<file path="src/rtl/axis_endian_bridge.sv">
// axis_endian_bridge: registered AXI4-Stream byte-order converter with a two-entry skid buffer
// Ports: clk, reset (synchronous, active-high); cfg_swap_en picks reversal and is latched per packet;
//   s_axis_* input stream (tready registered); m_axis_* converted output stream, tuser/tlast untouched.
// Optional macro AXIS_ENDIAN_BRIDGE_STATS_EN adds stat_pkt_count and stat_swap_pkt_count outputs.
module axis_endian_bridge #(
  parameter int C_AXIS_DATA_WIDTH  = 512,
  parameter int C_AXIS_TUSER_WIDTH = 128,
  parameter int SWAP_WORD_BYTES    = 64
) (
  input  logic                           clk,
  input  logic                           reset,
  input  logic                           cfg_swap_en,
  input  logic [C_AXIS_DATA_WIDTH-1:0]   s_axis_tdata,
  input  logic [C_AXIS_DATA_WIDTH/8-1:0] s_axis_tkeep,
  input  logic [C_AXIS_TUSER_WIDTH-1:0]  s_axis_tuser,
  input  logic                           s_axis_tvalid,
  output logic                           s_axis_tready,
  input  logic                           s_axis_tlast,
  output logic [C_AXIS_DATA_WIDTH-1:0]   m_axis_tdata,
  output logic [C_AXIS_DATA_WIDTH/8-1:0] m_axis_tkeep,
  output logic [C_AXIS_TUSER_WIDTH-1:0]  m_axis_tuser,
  output logic                           m_axis_tvalid,
  input  logic                           m_axis_tready,
  output logic                           m_axis_tlast
`ifdef AXIS_ENDIAN_BRIDGE_STATS_EN
  ,
  output logic [31:0]                    stat_pkt_count,
  output logic [31:0]                    stat_swap_pkt_count
`endif
);
  localparam int NB = C_AXIS_DATA_WIDTH / 8;
  localparam int G  = SWAP_WORD_BYTES;
  logic [C_AXIS_DATA_WIDTH-1:0] sw_data, in_data, out_data_q, out_data_d, skid_data_q, skid_data_d;
  logic [NB-1:0] sw_keep, in_keep, out_keep_q, out_keep_d, skid_keep_q, skid_keep_d;
  logic [C_AXIS_TUSER_WIDTH-1:0] out_user_q, out_user_d, skid_user_q, skid_user_d;
  logic out_last_q, out_last_d, skid_last_q, skid_last_d;
  logic out_valid_q, out_valid_d, skid_valid_q, skid_valid_d;
  logic ready_q, in_pkt_q, in_pkt_d, mode_q, mode_d;
  logic acc, xfer, mode, to_out, from_skid, to_skid;
  for (genvar i = 0; i < NB; i++) begin : g_rev
    assign sw_data[8*i +: 8] = s_axis_tdata[8*((i/G)*G + G-1 - i%G) +: 8];
    assign sw_keep[i]        = s_axis_tkeep[(i/G)*G + G-1 - i%G];
  end
  assign acc       = s_axis_tvalid & ready_q;
  assign xfer      = out_valid_q & m_axis_tready;
  // first beat of a packet follows the live config; later beats use the latched mode
  assign mode      = in_pkt_q ? mode_q : cfg_swap_en;
  assign in_data   = mode ? sw_data : s_axis_tdata;
  assign in_keep   = mode ? sw_keep : s_axis_tkeep;
  assign to_out    = acc & (~out_valid_q | (xfer & ~skid_valid_q));
  assign from_skid = xfer & skid_valid_q;
  assign to_skid   = acc & ~to_out;
  always_comb begin
    out_valid_d  = to_out | from_skid | (out_valid_q & ~xfer);
    out_data_d   = to_out ? in_data : from_skid ? skid_data_q : out_data_q;
    out_keep_d   = to_out ? in_keep : from_skid ? skid_keep_q : out_keep_q;
    out_user_d   = to_out ? s_axis_tuser : from_skid ? skid_user_q : out_user_q;
    out_last_d   = to_out ? s_axis_tlast : from_skid ? skid_last_q : out_last_q;
    skid_valid_d = to_skid | (skid_valid_q & ~xfer);
    skid_data_d  = to_skid ? in_data : skid_data_q;
    skid_keep_d  = to_skid ? in_keep : skid_keep_q;
    skid_user_d  = to_skid ? s_axis_tuser : skid_user_q;
    skid_last_d  = to_skid ? s_axis_tlast : skid_last_q;
    in_pkt_d     = acc ? ~s_axis_tlast : in_pkt_q;
    mode_d       = (acc & ~in_pkt_q) ? cfg_swap_en : mode_q;
  end
  always_ff @(posedge clk) begin
    if (reset) begin
      out_valid_q  <= 1'b0;
      out_data_q   <= '0;
      out_keep_q   <= '0;
      out_user_q   <= '0;
      out_last_q   <= 1'b0;
      skid_valid_q <= 1'b0;
      skid_data_q  <= '0;
      skid_keep_q  <= '0;
      skid_user_q  <= '0;
      skid_last_q  <= 1'b0;
      ready_q      <= 1'b0;
      in_pkt_q     <= 1'b0;
      mode_q       <= 1'b0;
    end else begin
      out_valid_q  <= out_valid_d;
      out_data_q   <= out_data_d;
      out_keep_q   <= out_keep_d;
      out_user_q   <= out_user_d;
      out_last_q   <= out_last_d;
      skid_valid_q <= skid_valid_d;
      skid_data_q  <= skid_data_d;
      skid_keep_q  <= skid_keep_d;
      skid_user_q  <= skid_user_d;
      skid_last_q  <= skid_last_d;
      ready_q      <= ~skid_valid_d;
      in_pkt_q     <= in_pkt_d;
      mode_q       <= mode_d;
    end
  end
  assign s_axis_tready = ready_q;
  assign m_axis_tvalid = out_valid_q;
  assign m_axis_tdata  = out_data_q;
  assign m_axis_tkeep  = out_keep_q;
  assign m_axis_tuser  = out_user_q;
  assign m_axis_tlast  = out_last_q;
`ifdef AXIS_ENDIAN_BRIDGE_STATS_EN
  // each beat carries its own mode so the swap counter sees the packet's mode at its last beat
  logic out_mode_q, out_mode_d, skid_mode_q, skid_mode_d;
  logic [31:0] pkt_q, pkt_d, swp_q, swp_d;
  always_comb begin
    out_mode_d  = to_out ? mode : from_skid ? skid_mode_q : out_mode_q;
    skid_mode_d = to_skid ? mode : skid_mode_q;
    pkt_d       = pkt_q + {31'd0, xfer & out_last_q};
    swp_d       = swp_q + {31'd0, xfer & out_last_q & out_mode_q};
  end
  always_ff @(posedge clk) begin
    if (reset) begin
      out_mode_q  <= 1'b0;
      skid_mode_q <= 1'b0;
      pkt_q       <= '0;
      swp_q       <= '0;
    end else begin
      out_mode_q  <= out_mode_d;
      skid_mode_q <= skid_mode_d;
      pkt_q       <= pkt_d;
      swp_q       <= swp_d;
    end
  end
  assign stat_pkt_count      = pkt_q;
  assign stat_swap_pkt_count = swp_q;
`endif
endmodule
</file>
<file path="config.mk">
export PLATFORM = sky130hd
export DESIGN_NAME = axis_endian_bridge
export DESIGN_NICKNAME = d
export VERILOG_FILES = /design/src/rtl/axis_endian_bridge.sv
export SDC_FILE = /design/constraint.sdc
export NUM_CORES = 2
export LEC_CHECK = 0
export ABC_AREA = 1
export CORE_AREA = 2 2 548 550
export CTS_BUF_LIST = sky130_fd_sc_hd__clkbuf_8
export DETAILED_ROUTE_END_ITERATION = 16
export DIE_AREA = 0 0 550 552
export RECOVER_POWER = 50
export SLEW_MARGIN = 20
export SYNTH_ARGS = -nofsm -noshare
export SYNTH_HDL_FRONTEND = slang
export SYNTH_SLANG_ARGS = --single-unit
export TNS_END_PERCENT = 100
</file>
<file path="constraint.sdc">
create_clock -name clk -period 1.7 [get_ports clk]
set_input_delay 0.51 -clock clk [delete_from_list [all_inputs] [get_ports clk]]
set_output_delay 0.51 -clock clk [all_outputs]
set_load 0.1 [all_outputs]
</file>
-- Yosys cells after proc, flatten, opt, wreduce, memory -nomap -nowiden
Index checks and enable logic that the tools add are counted.
W data, S select, Z words.
- bits in registers: 1415
- bits of input ports: 710
- logic and storage cells: 45
- mux-type cells: 11
- bitwise gates (word level): 20
- reductions and logical operators: 1
- operators with widths (operator ; count):
    $mux W512 ; 3
    $mux W128 ; 2
    $mux W64 ; 3
    $and A1 B1 Y1 ; 9
    $not A1 Y1 ; 7
    $or A1 B1 Y1 ; 4
    $mux W1 ; 3
    $reduce_bool A2 Y1 ; 1

-- Longest topological paths before layout
- depth after elaboration: 8
- mapped depth: 11
- mapped depth without buffers: 9

-- Least setup slack after synthesis
Ideal clock, no wire load.
- path kind: register -> register
- from: reg ready_q (netlist: s_axis_tready)
- to: reg skid_data_q[464]
- setup time: 0.126 ns
- arrival time: 2.160 ns
- required time: 1.574 ns
- setup slack: -0.585 ns
- cell stages (with the launch flop): 10
- buffers on the path: 4
- period minus slack after synthesis: 2.285 ns
- cell sequence: dfxtp_1 -> nand2_1 -> inv_2 -> nand3_1 -> buf_4 -> inv_2 -> buf_6 -> buf_6 -> buf_2 -> a21oi_1
- cells in the longest elaborated chain, start to end: 4
- ends and longest elaborated chain (what ; line ; text):
    start, declared ; 38 ; logic ready_q, in_pkt_q, in_pkt_d, mode_q, mode_d;
    start signal, assigned ; 93 ; ready_q <= ~skid_valid_d;
    $and A1 B1 Y1 * ; 44 ; assign acc = s_axis_tvalid & ready_q;
    $and A1 B1 Y1 ; 50 ; assign to_out = acc & (~out_valid_q | (xfer & ~skid_valid_q));
    $not A1 Y1 ; 52 ; assign to_skid = acc & ~to_out;
    $and A1 B1 Y1 * ; 52 ;
    end signal, assigned ; 89 ; skid_data_q <= skid_data_d;
    end, declared ; 33 ; logic [C_AXIS_DATA_WIDTH-1:0] sw_data, in_data, out_data_q, out_data_d, skid_data_q, skid_data_d;
Mark *: on every way between the ends. The rest lies on a longest branch, timed or not.
A chain may end at the register's enable or synchronous reset.

-- Worst setup path in the final report
- from: reg ready_q (netlist: s_axis_tready)
- to: out s_axis_tready
- RTL lines (what ; line ; text):
    end, declared ; 17 ; output logic s_axis_tready,
No word-level cell between the ends.

==> impl_results.rst <==
.. list-table::
   :header-rows: 1

   * - Metric
     - Value
   * - TritonCTS Buffers
     - between 200 and 300
   * - Filler Cells Inserted
     - roughly 31000
   * - Number of synthesized register bits
     - ~1400
   * - Setup slack, reg-to-reg
     - -0.44 ns
   * - Wire length of the first global-routing pass
     - 532000 um
   * - Pin count of the biggest net entering global routing
     - 84
   * - Clock transition time at the flip-flop clock pins of the worst setup and hold paths
     - 0.06 ns
   * - MaxCap Viol Count
     - 0
   * - Sw Share
     - between 30% and 40%
   * - # port buffers
     - ~1400
   * - Transition time at the pin with the least slew margin
     - 0.548 ns
   * - Cell-internal power
     - ~0.063 W
   * - Total negative slack for setup checks
     - -586.02 ns
   * - Worst r2r path cells
     - 13
   * - Number of global-route vias before repair
     - about 70000
   * - Floorplan core area
     - 298000 um^2
   * - Cells along the critical path
     - buf_6 > buf_12
   * - Fmax
     - 0.464 GHz
   * - Net count of the mapped netlist
     - between 10000 and 15000
   * - Mean routed wirelength per cell
     - 24.8 um
   * - Antenna violations before repair
     - 268
   * - Count of antenna-violating nets left after detailed routing
     - 0
   * - Worst EP required
     - between 1 and 1.5 ns
   * - Max Buffers Root-to-Sink
     - 4
   * - Global placement routability congestion
     - about 0.96
   * - Worst Setup EP
     - s_axis_tready
   * - Launch instance of the worst register-to-register path
     - m_axis_tvalid$_SDFF_PP0_
   * - Share of power burned in combinational logic
     - between 20 and 30%
   * - Final Skew
     - 0.0795 ns
   * - Arrival time at the worst endpoint
     - about 1.6 ns
   * - Via-to-Cell Ratio
     - around 4.9
   * - Path class of the lowest-slack min-delay path
     - input port to register
   * - Outcome
     - finished with violations
   * - Critical path capture point type
     - primary output
   * - Initial cell density of the core
     - roughly 22%
   * - Cell count after synthesis
     - slightly below 10000
   * - Level count of the clock H-tree
     - 5
   * - Distinct cell type count after synthesis
     - 17
   * - NumNets Final
     - between 10000 and 15000
   * - Pre-Repair DR Iteration Count
     - 6
   * - Total of warnings raised by yosys
     - 0
   * - # DRC
     - 0
   * - Destination of the worst register-to-register timing path
     - m_axis_tdata[373]$_SDFFE_PP0P_
   * - Setup violation total in the final timing report
     - 2117
   * - Y dimension of the die
     - about 550 um
   * - Clock latency of the later-clocked register in the worst-skew pair
     - about 1 ns
   * - WL final
     - slightly below 400000 um
   * - Number of sinks on the clock net
     - about 1400
   * - Final period util
     - 127%
   * - Power Density
     - about 900 nW/um^2
   * - Clock network fraction of design power
     - 35.6%
   * - Worst IR drop on VDD
     - ~0.64 mV
   * - Placement row count
     - ~200
   * - Crit-path max cell delay
     - between 0.3 and 0.4 ns
   * - HPWL after detailed placement
     - approximately 280000 um
   * - Ports placed on the boundary
     - 1417
   * - Pins Over Slew Limit
     - 0
   * - GRT Resource Usage Total
     - approximately a quarter
   * - Proportion of power drawn by flip-flops and latches
     - a little under two fifths
   * - Time the worst path needs with I/O delays and setup
     - 2.15 ns
   * - Fraction of layout instances using a drive strength above 1
     - between 20% and 30%
   * - Aggregate global routing overflow
     - 0
   * - CTS tree
     - built
   * - Post-synthesis average cell area
     - ~6.7 um^2
   * - Worst hold path stage count
     - 3
   * - Area enclosed by the die boundary
     - approximately 300000 um^2
   * - Leakage power of the design
     - around 48 nW
   * - Critical-path top delay cell
     - dfxtp_4
   * - CTS Root Buffer Type
     - clkbuf_8
   * - Via count
     - roughly 77000
   * - Remaining max-slew budget at the tightest pin
     - 63.4%
   * - Final hold violation count
     - 0
   * - Kind of critical path
     - register to primary output
   * - Chip Width
     - approximately 550 um
   * - Violated checks
     - setup timing
   * - Setup crit start kind
     - register
   * - Violation count after the first detailed-route iteration
     - 8273
   * - Smallest setup slack after layout
     - -0.453 ns
   * - Sequential fraction of the synthesis area
     - between 40% and 50%
   * - Biggest fanout along the worst timing path
     - 2
   * - Cell area after technology mapping
     - between 60000 and 70000 um^2
   * - Psw
     - roughly 0.034 W
   * - Final Hold Slack
     - approximately 0.13 ns
   * - Unrepaired setup endpoints after global routing
     - true
   * - Beginning of the critical path
     - s_axis_tready$_SDFF_PP0_
   * - Layout overhead on the synthesized area
     - 65.7%
[stage by stage]
stage	std cells	setup WS (ns)	cell area, um^2	util, %	power [W]
after global routing	15800	-0.537	109000	36.5	0.100
after floorplan	9839	0.0328	65900	-	0.0497
after global placement	14900	-0.845	95400	32.0	0.0608
final	15800	-0.453	109000	36.6	0.0967
after detailed placement	14900	-0.843	95400	32.0	0.0609
after CTS	15600	-0.584	107000	35.7	0.0968
[logic make-up after synthesis]
group	count (synthesis)	share of synthesized area, %
simple gates	5295	34.4
flops	1415	43.0
buf+inv	1168	7.73
compound gates	1961	14.9
[power groups by stage]
| stage | Sequential, W | Combinational (W) | Clock, W |
|---|---|---|---|
| after floorplan | 0.0435 | 0.00621 | 0 |
| after global placement | 0.0367 | 0.0241 | 0 |
| after detailed placement | 0.0367 | 0.0242 | 0 |
| after CTS | 0.0361 | 0.0256 | 0.0351 |
| after global routing | 0.0362 | 0.0275 | 0.0365 |
| final | 0.0361 | 0.0263 | 0.0344 |
[state kept, by name, indices dropped and copies added (netlist names)]
register,flops
m_axis_tkeep,64
in_pkt_q,1
skid_data_q,512
skid_last_q,1
skid_valid_q,1
skid_keep_q,64
m_axis_tuser,128
skid_user_q,128
s_axis_tready,1
m_axis_tlast,1
m_axis_tvalid,1
m_axis_tdata,512
mode_q,1
[placed cells by master, fill, tap and decap left out, drive strengths merged]
| cell | synthesis | final |
|---|---|---|
| dfxtp | 1415 | 1415 |
| clkbuf | 366 | 368 |
| clkdlybuf4s50 | 0 | 708 |
| nand3b | 416 | 416 |
| clkinv | 0 | 19 |
| dlygate4sd3 | 0 | 17 |
| nand2 | 2850 | 2851 |
| diode | 0 | 152 |
| nand3 | 951 | 951 |
| buf | 502 | 1471 |
| clkinvlp | 0 | 7 |
| nor2 | 1078 | 1078 |
| bufbuf | 0 | 35 |
| bufinv | 0 | 3 |
| inv | 300 | 426 |
| o21ai | 1130 | 1130 |
| a21oi | 831 | 831 |
[synth_stat cells]
cell type	number	area (um^2)
a21oi_1	831	4160
buf_1	69	259
buf_2	375	1880
buf_4	53	398
buf_6	5	56.3
clkbuf_1	366	1370
dfxtp_1	1415	28300
inv_1	293	1100
inv_2	7	26.3
nand2_1	2847	10700
nand2_2	2	12.5
nand2_4	1	11.3
nand3_1	951	4760
nand3b_1	416	3120
nor2_1	1078	4050
o21ai_0	1107	5540
o21ai_1	23	115
[per-layer routing]
layer | wire length, um | global-route usage (%)
met1 | 153000 | 29.0
met2 | 171000 | 37.1
met3 | 45500 | 9.25
met4 | 22900 | 12.7
met5 | 744 | 0
[area by class of cell]
type,count,area (um^2),share of cell area [%]
diodes,152,380,0.348
clock buffers,327,4500,4.12
clock inverters,153,813,0.745
inverters,300,1200,1.10
multi-input cells,7257,33100,30.4
flip-flops and latches,1415,29900,27.4
well taps,3958,4950,4.54
repair buffers,2272,34200,31.3
repair inverters,2,38.8,0.0355
[critical path, delay by kind of cell (launching register included)]
family / cells / cell delay (ns)
flops: 1 / 0.37
buf+inv: 2 / 0.27
[repair_timing]
item,4_1_cts,5_1_grt
hold buffers,17,0
cloned,88,44
endpoints found under the hold margin,58,0
setup buffers,88,54
pin swaps,20,43
resized for setup,1119,276
setup endpoints to repair,1927,2115
[worst min path at each step]
stage,from,endpoint
after floorplan,skid_last_q$_SDFFE_PP0P_,skid_last_q$_SDFFE_PP0P_
after global placement,skid_last_q$_SDFFE_PP0P_,skid_last_q$_SDFFE_PP0P_
after detailed placement,skid_last_q$_SDFFE_PP0P_,skid_last_q$_SDFFE_PP0P_
after CTS,s_axis_tuser[88],skid_user_q[88]$_SDFFE_PP0P_
after global routing,s_axis_tuser[51],skid_user_q[51]$_SDFFE_PP0P_
final,s_axis_tuser[51],skid_user_q[51]$_SDFFE_PP0P_
(Power assumes the default switching activity.)
